**src/rtl/clipper_timebase_pkg.sv**
```systemverilog
// Shared time-of-day types and constants for the Clipper timebase and
// its timestamp consumers.
package clipper_timebase_pkg;

  localparam logic [31:0] NS_PER_SEC = 32'd1_000_000_000;
  localparam logic [31:0] NS_MAX     = NS_PER_SEC - 32'd1;

  typedef struct packed {
    logic [31:0] sec;
    logic [31:0] ns;
  } tod_t;

  function automatic logic ns_out_of_range(input logic [31:0] ns);
    return (ns >= NS_PER_SEC);
  endfunction

  // Forced values keep their seconds; an illegal ns field saturates.
  function automatic tod_t clamp_tod(input tod_t t);
    tod_t r;
    r = t;
    if (ns_out_of_range(t.ns)) begin
      r.ns = NS_MAX;
    end else begin
      r.ns = t.ns;
    end
    return r;
  endfunction

endpackage

```
**src/rtl/clipper_timebase_if.sv**
```systemverilog
// Control and timestamp bundle between the control-pin block (master)
// and the timebase (slave).
interface clipper_timebase_if #(
  parameter int FRAC_W = 16
);
  logic [7:0]        inc_ns_i;
  logic [FRAC_W-1:0] inc_frac_i;
  logic              inc_load_i;
  logic              timebase_force;
  logic [63:0]       timebase_time;
  logic              timebase_accelerate;
  logic              freeze_i;
  logic [63:0]       time_o;
  logic              pps_o;
  logic              force_err_o;
  logic              frozen_o;

  modport master (
    output inc_ns_i, inc_frac_i, inc_load_i,
    output timebase_force, timebase_time, timebase_accelerate, freeze_i,
    input  time_o, pps_o, force_err_o, frozen_o
  );

  modport slave (
    input  inc_ns_i, inc_frac_i, inc_load_i,
    input  timebase_force, timebase_time, timebase_accelerate, freeze_i,
    output time_o, pps_o, force_err_o, frozen_o
  );
endinterface

```
**src/rtl/clipper_tb_ns_adder.sv**
```systemverilog
// Adds a nanosecond step to a time-of-day value, folding at most one
// second into the seconds field and flagging that rollover.
module clipper_tb_ns_adder
  import clipper_timebase_pkg::*;
(
  input  tod_t        cur,
  input  logic [31:0] step,
  output tod_t        nxt,
  output logic        roll
);

  logic [31:0] ns_sum_s;

  // Single compare-subtract: the step is bounded below one second.
  always_comb begin
    ns_sum_s = cur.ns + step;
    nxt      = cur;
    roll     = 1'b0;
    if (ns_sum_s >= NS_PER_SEC) begin
      nxt.ns  = ns_sum_s - NS_PER_SEC;
      nxt.sec = cur.sec + 32'd1;
      roll    = 1'b1;
    end else begin
      nxt.ns  = ns_sum_s;
      nxt.sec = cur.sec;
      roll    = 1'b0;
    end
  end

endmodule

```
**src/rtl/clipper_timebase.sv**
```systemverilog
// Free-running {sec, ns} time-of-day counter with fractional-ns
// accumulator, force/freeze/accelerate controls and a PPS strobe.
module clipper_timebase
  import clipper_timebase_pkg::*;
#(
  parameter int unsigned NS_INC_DEF   = 8,
  parameter int unsigned FRAC_W       = 16,
  parameter int unsigned FRAC_INC_DEF = 0,
  parameter int unsigned ACCEL_SHIFT  = 10
) (
  input logic               clk,
  input logic               rst,
  clipper_timebase_if.slave tbus
);

  tod_t              tod_r;
  logic [FRAC_W-1:0] frac_acc_r;
  logic [7:0]        inc_ns_r;
  logic [FRAC_W-1:0] inc_frac_r;
  logic              pps_r;
  logic              force_err_r;
  logic              frozen_r;

  logic [FRAC_W:0]   frac_sum_s;
  logic              carry_s;
  logic [31:0]       step_base_s;
  logic [31:0]       step_s;
  tod_t              count_tod_s;
  logic              roll_s;
  tod_t              force_tod_s;
  logic              force_ovf_s;

  // Fraction carry feeds the integer step; acceleration scales only the
  // integer step so the fractional rate is untouched.
  always_comb begin
    frac_sum_s  = {1'b0, frac_acc_r} + {1'b0, inc_frac_r};
    carry_s     = frac_sum_s[FRAC_W];
    step_base_s = {24'd0, inc_ns_r} + {31'd0, carry_s};
    if (tbus.timebase_accelerate) begin
      step_s = step_base_s << ACCEL_SHIFT;
    end else begin
      step_s = step_base_s;
    end
  end

  // Force value with the ns field saturated to the last legal nanosecond.
  always_comb begin
    force_ovf_s = ns_out_of_range(tbus.timebase_time[31:0]);
    force_tod_s = clamp_tod(tod_t'(tbus.timebase_time));
  end

  clipper_tb_ns_adder u_ns_adder (
    .cur  (tod_r),
    .step (step_s),
    .nxt  (count_tod_s),
    .roll (roll_s)
  );

  // Time state: force beats freeze beats normal counting.
  always_ff @(posedge clk or posedge rst) begin
    if (rst) begin
      tod_r       <= '0;
      frac_acc_r  <= '0;
      pps_r       <= 1'b0;
      force_err_r <= 1'b0;
    end else if (tbus.timebase_force) begin
      tod_r       <= force_tod_s;
      frac_acc_r  <= '0;
      pps_r       <= 1'b0;
      force_err_r <= force_ovf_s;
    end else if (tbus.freeze_i) begin
      tod_r       <= tod_r;
      frac_acc_r  <= frac_acc_r;
      pps_r       <= 1'b0;
      force_err_r <= 1'b0;
    end else begin
      tod_r       <= count_tod_s;
      frac_acc_r  <= frac_sum_s[FRAC_W-1:0];
      pps_r       <= roll_s;
      force_err_r <= 1'b0;
    end
  end

  // Increment registers load on request in every mode, including freeze.
  always_ff @(posedge clk or posedge rst) begin
    if (rst) begin
      inc_ns_r   <= 8'(NS_INC_DEF);
      inc_frac_r <= FRAC_W'(FRAC_INC_DEF);
    end else if (tbus.inc_load_i) begin
      inc_ns_r   <= tbus.inc_ns_i;
      inc_frac_r <= tbus.inc_frac_i;
    end else begin
      inc_ns_r   <= inc_ns_r;
      inc_frac_r <= inc_frac_r;
    end
  end

  // Registered freeze indication for downstream consumers.
  always_ff @(posedge clk or posedge rst) begin
    if (rst) begin
      frozen_r <= 1'b0;
    end else begin
      frozen_r <= tbus.freeze_i;
    end
  end

  assign tbus.time_o      = 64'(tod_r);
  assign tbus.pps_o       = pps_r;
  assign tbus.force_err_o = force_err_r;
  assign tbus.frozen_o    = frozen_r;

endmodule

```
**src/flat_wrapper.sv**
```systemverilog
// flat-port wrapper written by rule: the top's interface ports become plain ports
module clipper_timebase_flat import clipper_timebase_pkg::*;
#(
  parameter int unsigned NS_INC_DEF   = 8,
  parameter int unsigned FRAC_W       = 16,
  parameter int unsigned FRAC_INC_DEF = 0,
  parameter int unsigned ACCEL_SHIFT  = 10
)
  (clk, rst, tbus_inc_ns_i, tbus_inc_frac_i, tbus_inc_load_i, tbus_timebase_force, tbus_timebase_time, tbus_timebase_accelerate, tbus_freeze_i, tbus_time_o, tbus_pps_o, tbus_force_err_o, tbus_frozen_o);
  clipper_timebase_if #(.FRAC_W(FRAC_W)) tbus_i ();
  input logic clk;
  input logic rst;
  input wire logic [$bits(tbus_i.inc_ns_i)-1:0] tbus_inc_ns_i;
  input wire logic [$bits(tbus_i.inc_frac_i)-1:0] tbus_inc_frac_i;
  input wire logic [$bits(tbus_i.inc_load_i)-1:0] tbus_inc_load_i;
  input wire logic [$bits(tbus_i.timebase_force)-1:0] tbus_timebase_force;
  input wire logic [$bits(tbus_i.timebase_time)-1:0] tbus_timebase_time;
  input wire logic [$bits(tbus_i.timebase_accelerate)-1:0] tbus_timebase_accelerate;
  input wire logic [$bits(tbus_i.freeze_i)-1:0] tbus_freeze_i;
  output wire logic [$bits(tbus_i.time_o)-1:0] tbus_time_o;
  output wire logic [$bits(tbus_i.pps_o)-1:0] tbus_pps_o;
  output wire logic [$bits(tbus_i.force_err_o)-1:0] tbus_force_err_o;
  output wire logic [$bits(tbus_i.frozen_o)-1:0] tbus_frozen_o;
  assign tbus_i.inc_ns_i = tbus_inc_ns_i;
  assign tbus_i.inc_frac_i = tbus_inc_frac_i;
  assign tbus_i.inc_load_i = tbus_inc_load_i;
  assign tbus_i.timebase_force = tbus_timebase_force;
  assign tbus_i.timebase_time = tbus_timebase_time;
  assign tbus_i.timebase_accelerate = tbus_timebase_accelerate;
  assign tbus_i.freeze_i = tbus_freeze_i;
  assign tbus_time_o = tbus_i.time_o;
  assign tbus_pps_o = tbus_i.pps_o;
  assign tbus_force_err_o = tbus_i.force_err_o;
  assign tbus_frozen_o = tbus_i.frozen_o;
  clipper_timebase #(.NS_INC_DEF(NS_INC_DEF), .FRAC_W(FRAC_W), .FRAC_INC_DEF(FRAC_INC_DEF), .ACCEL_SHIFT(ACCEL_SHIFT)) u_core (.clk(clk), .rst(rst), .tbus(tbus_i));
endmodule
```
**config.mk**
```make
export PLATFORM = sky130hd
export DESIGN_NAME = clipper_timebase_flat
export DESIGN_NICKNAME = d
export VERILOG_FILES = /design/src/rtl/clipper_timebase_pkg.sv /design/src/rtl/clipper_timebase_if.sv /design/src/rtl/clipper_tb_ns_adder.sv /design/src/rtl/clipper_timebase.sv /design/src/flat_wrapper.sv
export SDC_FILE = /design/constraint.sdc
export NUM_CORES = 1
export LEC_CHECK = 0
export BUFFER_PORTS_ARGS = -buffer_cell sky130_fd_sc_hd__buf_4
export CORE_ASPECT_RATIO = 0.8
export CORE_MARGIN = 10
export CORE_UTILIZATION = 47
export DETAILED_ROUTE_END_ITERATION = 8
export GPL_TIMING_DRIVEN = 1
export PLACE_DENSITY = 0.67
export REMOVE_ABC_BUFFERS = 1
export SETUP_SLACK_MARGIN = 0.15
export SYNTH_ARGS = -nofsm -noshare
export SYNTH_HDL_FRONTEND = slang
export SYNTH_SLANG_ARGS = --single-unit
```
**constraint.sdc**
```tcl
create_clock -name clk -period 9.1 [get_ports clk]
set_clock_uncertainty 0.1 [all_clocks]
set_input_delay 2.73 -clock clk [delete_from_list [all_inputs] [get_ports clk]]
set_output_delay 2.73 -clock clk [all_outputs]
set_load 0.005 [all_outputs]
```
==> flow_metrics.env <==
export IMPL_crit_type="reg2reg"
export IMPL_synthTopCellsByCount="dfrtp_1 (106), nor2_1 (106), nand2_1 (98), a21oi_1 (69), xnor2_1 (63)"
export IMPL_die_x_um=165
export IMPL_crit_fanout=13
export IMPL_worst_pin_slew_ps=867
export IMPL_holdWs_ps=420
export IMPL_crit_buf_inv=1
export IMPL_synth_ff_type="dfrtp_1"
export IMPL_yosysUniqueCellTypes=87
export IMPL_post_cts_buffers=0
export IMPL_cts_hold_buf=0
export IMPL_yosysWarnings=0
export IMPL_syn_instance_count=904
export IMPL_synth_edff_count=0
export IMPL_ir_drop_v=0.000160
export IMPL_p_leak_nw=4.15
export IMPL_cp_start_kind="flip-flop"
export IMPL_start_util=0.476
export IMPL_grt_pass1_wl_mm=35.1
export IMPL_synth_area_mm2=0.00786
export IMPL_min_period_ps=7830
export IMPL_drc=0
export IMPL_wl_per_cell_um=17.4
export IMPL_critPathArrivalTime_ps=7980
export IMPL_grt_overflow=0
export IMPL_power_density_mw_per_mm2=248
export IMPL_yosysSeqAreaShare=0.341
export IMPL_placeableCoreArea_mm2=0.0165
export IMPL_vias=7024
export IMPL_rsz0062_at_grt="no"
export IMPL_syn_area_per_cell_um2=8.69
export IMPL_drt_wl_total_mm=21.9
export IMPL_clk_insertion_delay_late_ps=370
export IMPL_grt_start_max_net_pins=68
export IMPL_worstPathRequired_ps=9260
export IMPL_slew_headroom=0.422
export IMPL_cp_slowest_cell="nor3_1"
export IMPL_io_buffers=160
export IMPL_maxSlewViolCount=0
export IMPL_first_global_vias=6766
export IMPL_yosys_register_bits=107
export IMPL_cts_resized=0
export IMPL_clk_pin_slew_ps=80
export IMPL_endpoint_kind="flip-flop"
export IMPL_cts_tree="yes"
export IMPL_hold_path_class="reg2reg"
export IMPL_clock_path_buffers=2
export IMPL_cts_root_buf="clkbuf_16"
export IMPL_synthSimpleGateAreaFrac=0.193
export IMPL_n_fill_cell=1553
export IMPL_fp_dieH_um=136
export IMPL_cts_htree_levels=3
export IMPL_synth_top_family_by_area="compound AO/OA/AOI/OAI gates"
export IMPL_dr_first_iter_drc_count=397
export IMPL_layout_nets=1168
export IMPL_synth_largest_area_cell="dfrtp_1"
export IMPL_finalHoldViolations=0
export IMPL_place_area_mm2=0.00915
export IMPL_critical_path_top_delay_family="compound AO/OA/AOI/OAI gates"
export IMPL_final_setup_viol_count=0
export IMPL_first_pass_iters=6
export IMPL_dp_final_hpwl_mm=16.6
export IMPL_antenna_cells=0
export IMPL_finalCritPeriodShare=0.860
export IMPL_dp_cells=1243
export IMPL_io_pins=161
export IMPL_synth_async_reset_ratio=1.00
export IMPL_yosys_area_share_adder=0.0669
export IMPL_via_per_inst=5.58
export IMPL_synth_area_mux_share=0.0546
export IMPL_synth_area_leaders="dfrtp_1 (34%), xnor2_1 (7.0%), ha_1 (6.0%), nor2_1 (5.1%), nand2_1 (4.7%)"
export IMPL_r2r_setup_slack_ps=1270
export IMPL_max_stage_delay_ps=570
export IMPL_synth_xor_area_frac=0.104
export IMPL_fmax_mhz=128
export IMPL_cts_sinks=107
export IMPL_ant_nets=0
export IMPL_drv_cap=0
export IMPL_antenna_found_initial=0
export IMPL_fp_row_count=42
export IMPL_finalNonFillerCells=1259
export IMPL_finish_instance_area_mm2=0.00946
export IMPL_yosysTopAreaCellShare=0.337
export IMPL_outcome="completed"
export IMPL_dieArea_mm2=0.0223
export IMPL_drive_above_1_share=0.230
export IMPL_cts_buffers=9
export IMPL_place_gp_congestion=0.955
export IMPL_synth_compound_area_frac=0.202
export IMPL_grt_usage=0.192
export IMPL_synthToLayoutAreaGrowth_pct=20.4
export IMPL_final_setup_tns_ps=0
-- per-layer routing --
layer	routed length [um]	global-route usage	vias to the layer above
li1	-	-	3462
met2	9360	0.283	215
met1	10300	0.268	3319
met4	331	0.0486	0
met5	0	0	-
met3	1850	0.0598	28
-- flip-flops by register name (all words and copies together), names as in the netlist --
name and count:
u_core.frac_acc_r 16, u_core.inc_frac_r 16, u_core.tbus.pps_o 1, u_core.inc_ns_r 8, u_core.tbus.time_o 64, u_core.tbus.frozen_o 1
u_core.tbus.force_err_o 1
-- path summary, 6_finish.rpt --
check	startpoint	to	cells after the start
setup / recovery	u_core.frac_acc_r[0]$_DFFE_PP0P_	u_core.tbus.time_o[15]$_DFFE_PP0P_	35
hold / removal	u_core.inc_frac_r[0]$_DFFE_PP0P_	u_core.inc_frac_r[0]$_DFFE_PP0P_	1
setup reg to reg	u_core.frac_acc_r[0]$_DFFE_PP0P_	u_core.tbus.time_o[15]$_DFFE_PP0P_	35
hold reg to reg	u_core.inc_frac_r[0]$_DFFE_PP0P_	u_core.inc_frac_r[0]$_DFFE_PP0P_	1
max in group asynchronous	rst	u_core.tbus.time_o[29]$_DFFE_PP0P_	3
min in group asynchronous	rst	u_core.inc_frac_r[13]$_DFFE_PP0P_	2
-- cell usage in the layout (no fill, tap or decap), types with 7 or more instances in the layout --
master       n
nand2_1     98
ha_1        38
a211oi_1    13
buf_4      165
nor3_1      25
a21oi_1     69
a21o_1       8
xor2_1      30
mux2_2      23
clkbuf_16    9
mux2i_1     17
nand2b_1     7
dfrtp_1    106
and2_1       8
o21ai_1     16
inv_1       22
and3_1      17
nand4_1     12
xnor2_1     63
o21ai_0     55
nor2_1     106
nand3_1     19
-- kinds of logic (layout without fill, tap and decap cells) --
family | count (synthesis) | after routing
and+or+nand+nor | 322 | 322
muxes | 40 | 40
DFF | 107 | 107
adders and majority gates | 41 | 41
xor gates and xnor gates | 93 | 93
buffers and inverters | 69 | 204
AOI/OAI and AO/OA | 232 | 232
-- where the power goes --
group / switching [mW] / internal [mW] / total [mW]
clock network: 0.206 / 0.202 / 0.408
logic: 0.690 / 0.580 / 1.27
registers: 0.109 / 0.560 / 0.669
-- metrics by stage --
| step | utilization | setup WS (ps) | power (mW) |
|---|---|---|---|
| floorplan | - | 2400 | 1.57 |
| global placement | 0.555 | 1560 | 1.93 |
| detailed placement | 0.555 | 1370 | 1.93 |
| CTS | 0.573 | 1330 | 2.35 |
| global route | 0.573 | 427 | 2.52 |
| finish | 0.573 | 1270 | 2.35 |
-- final cells by class --
type                            count  area, um^2  area share
Sequential cell                   107        2680       0.283
Inverter                           23        88.8     0.00939
Timing Repair Buffer              165        1240       0.131
Multi-Input combinational cell    728        4870       0.515
Clock inverter                      6        70.1     0.00740
Tap cell                          220         275      0.0291
Clock buffer                       10         239      0.0253
No activity file was read; power rests on OpenSTA's default activity.
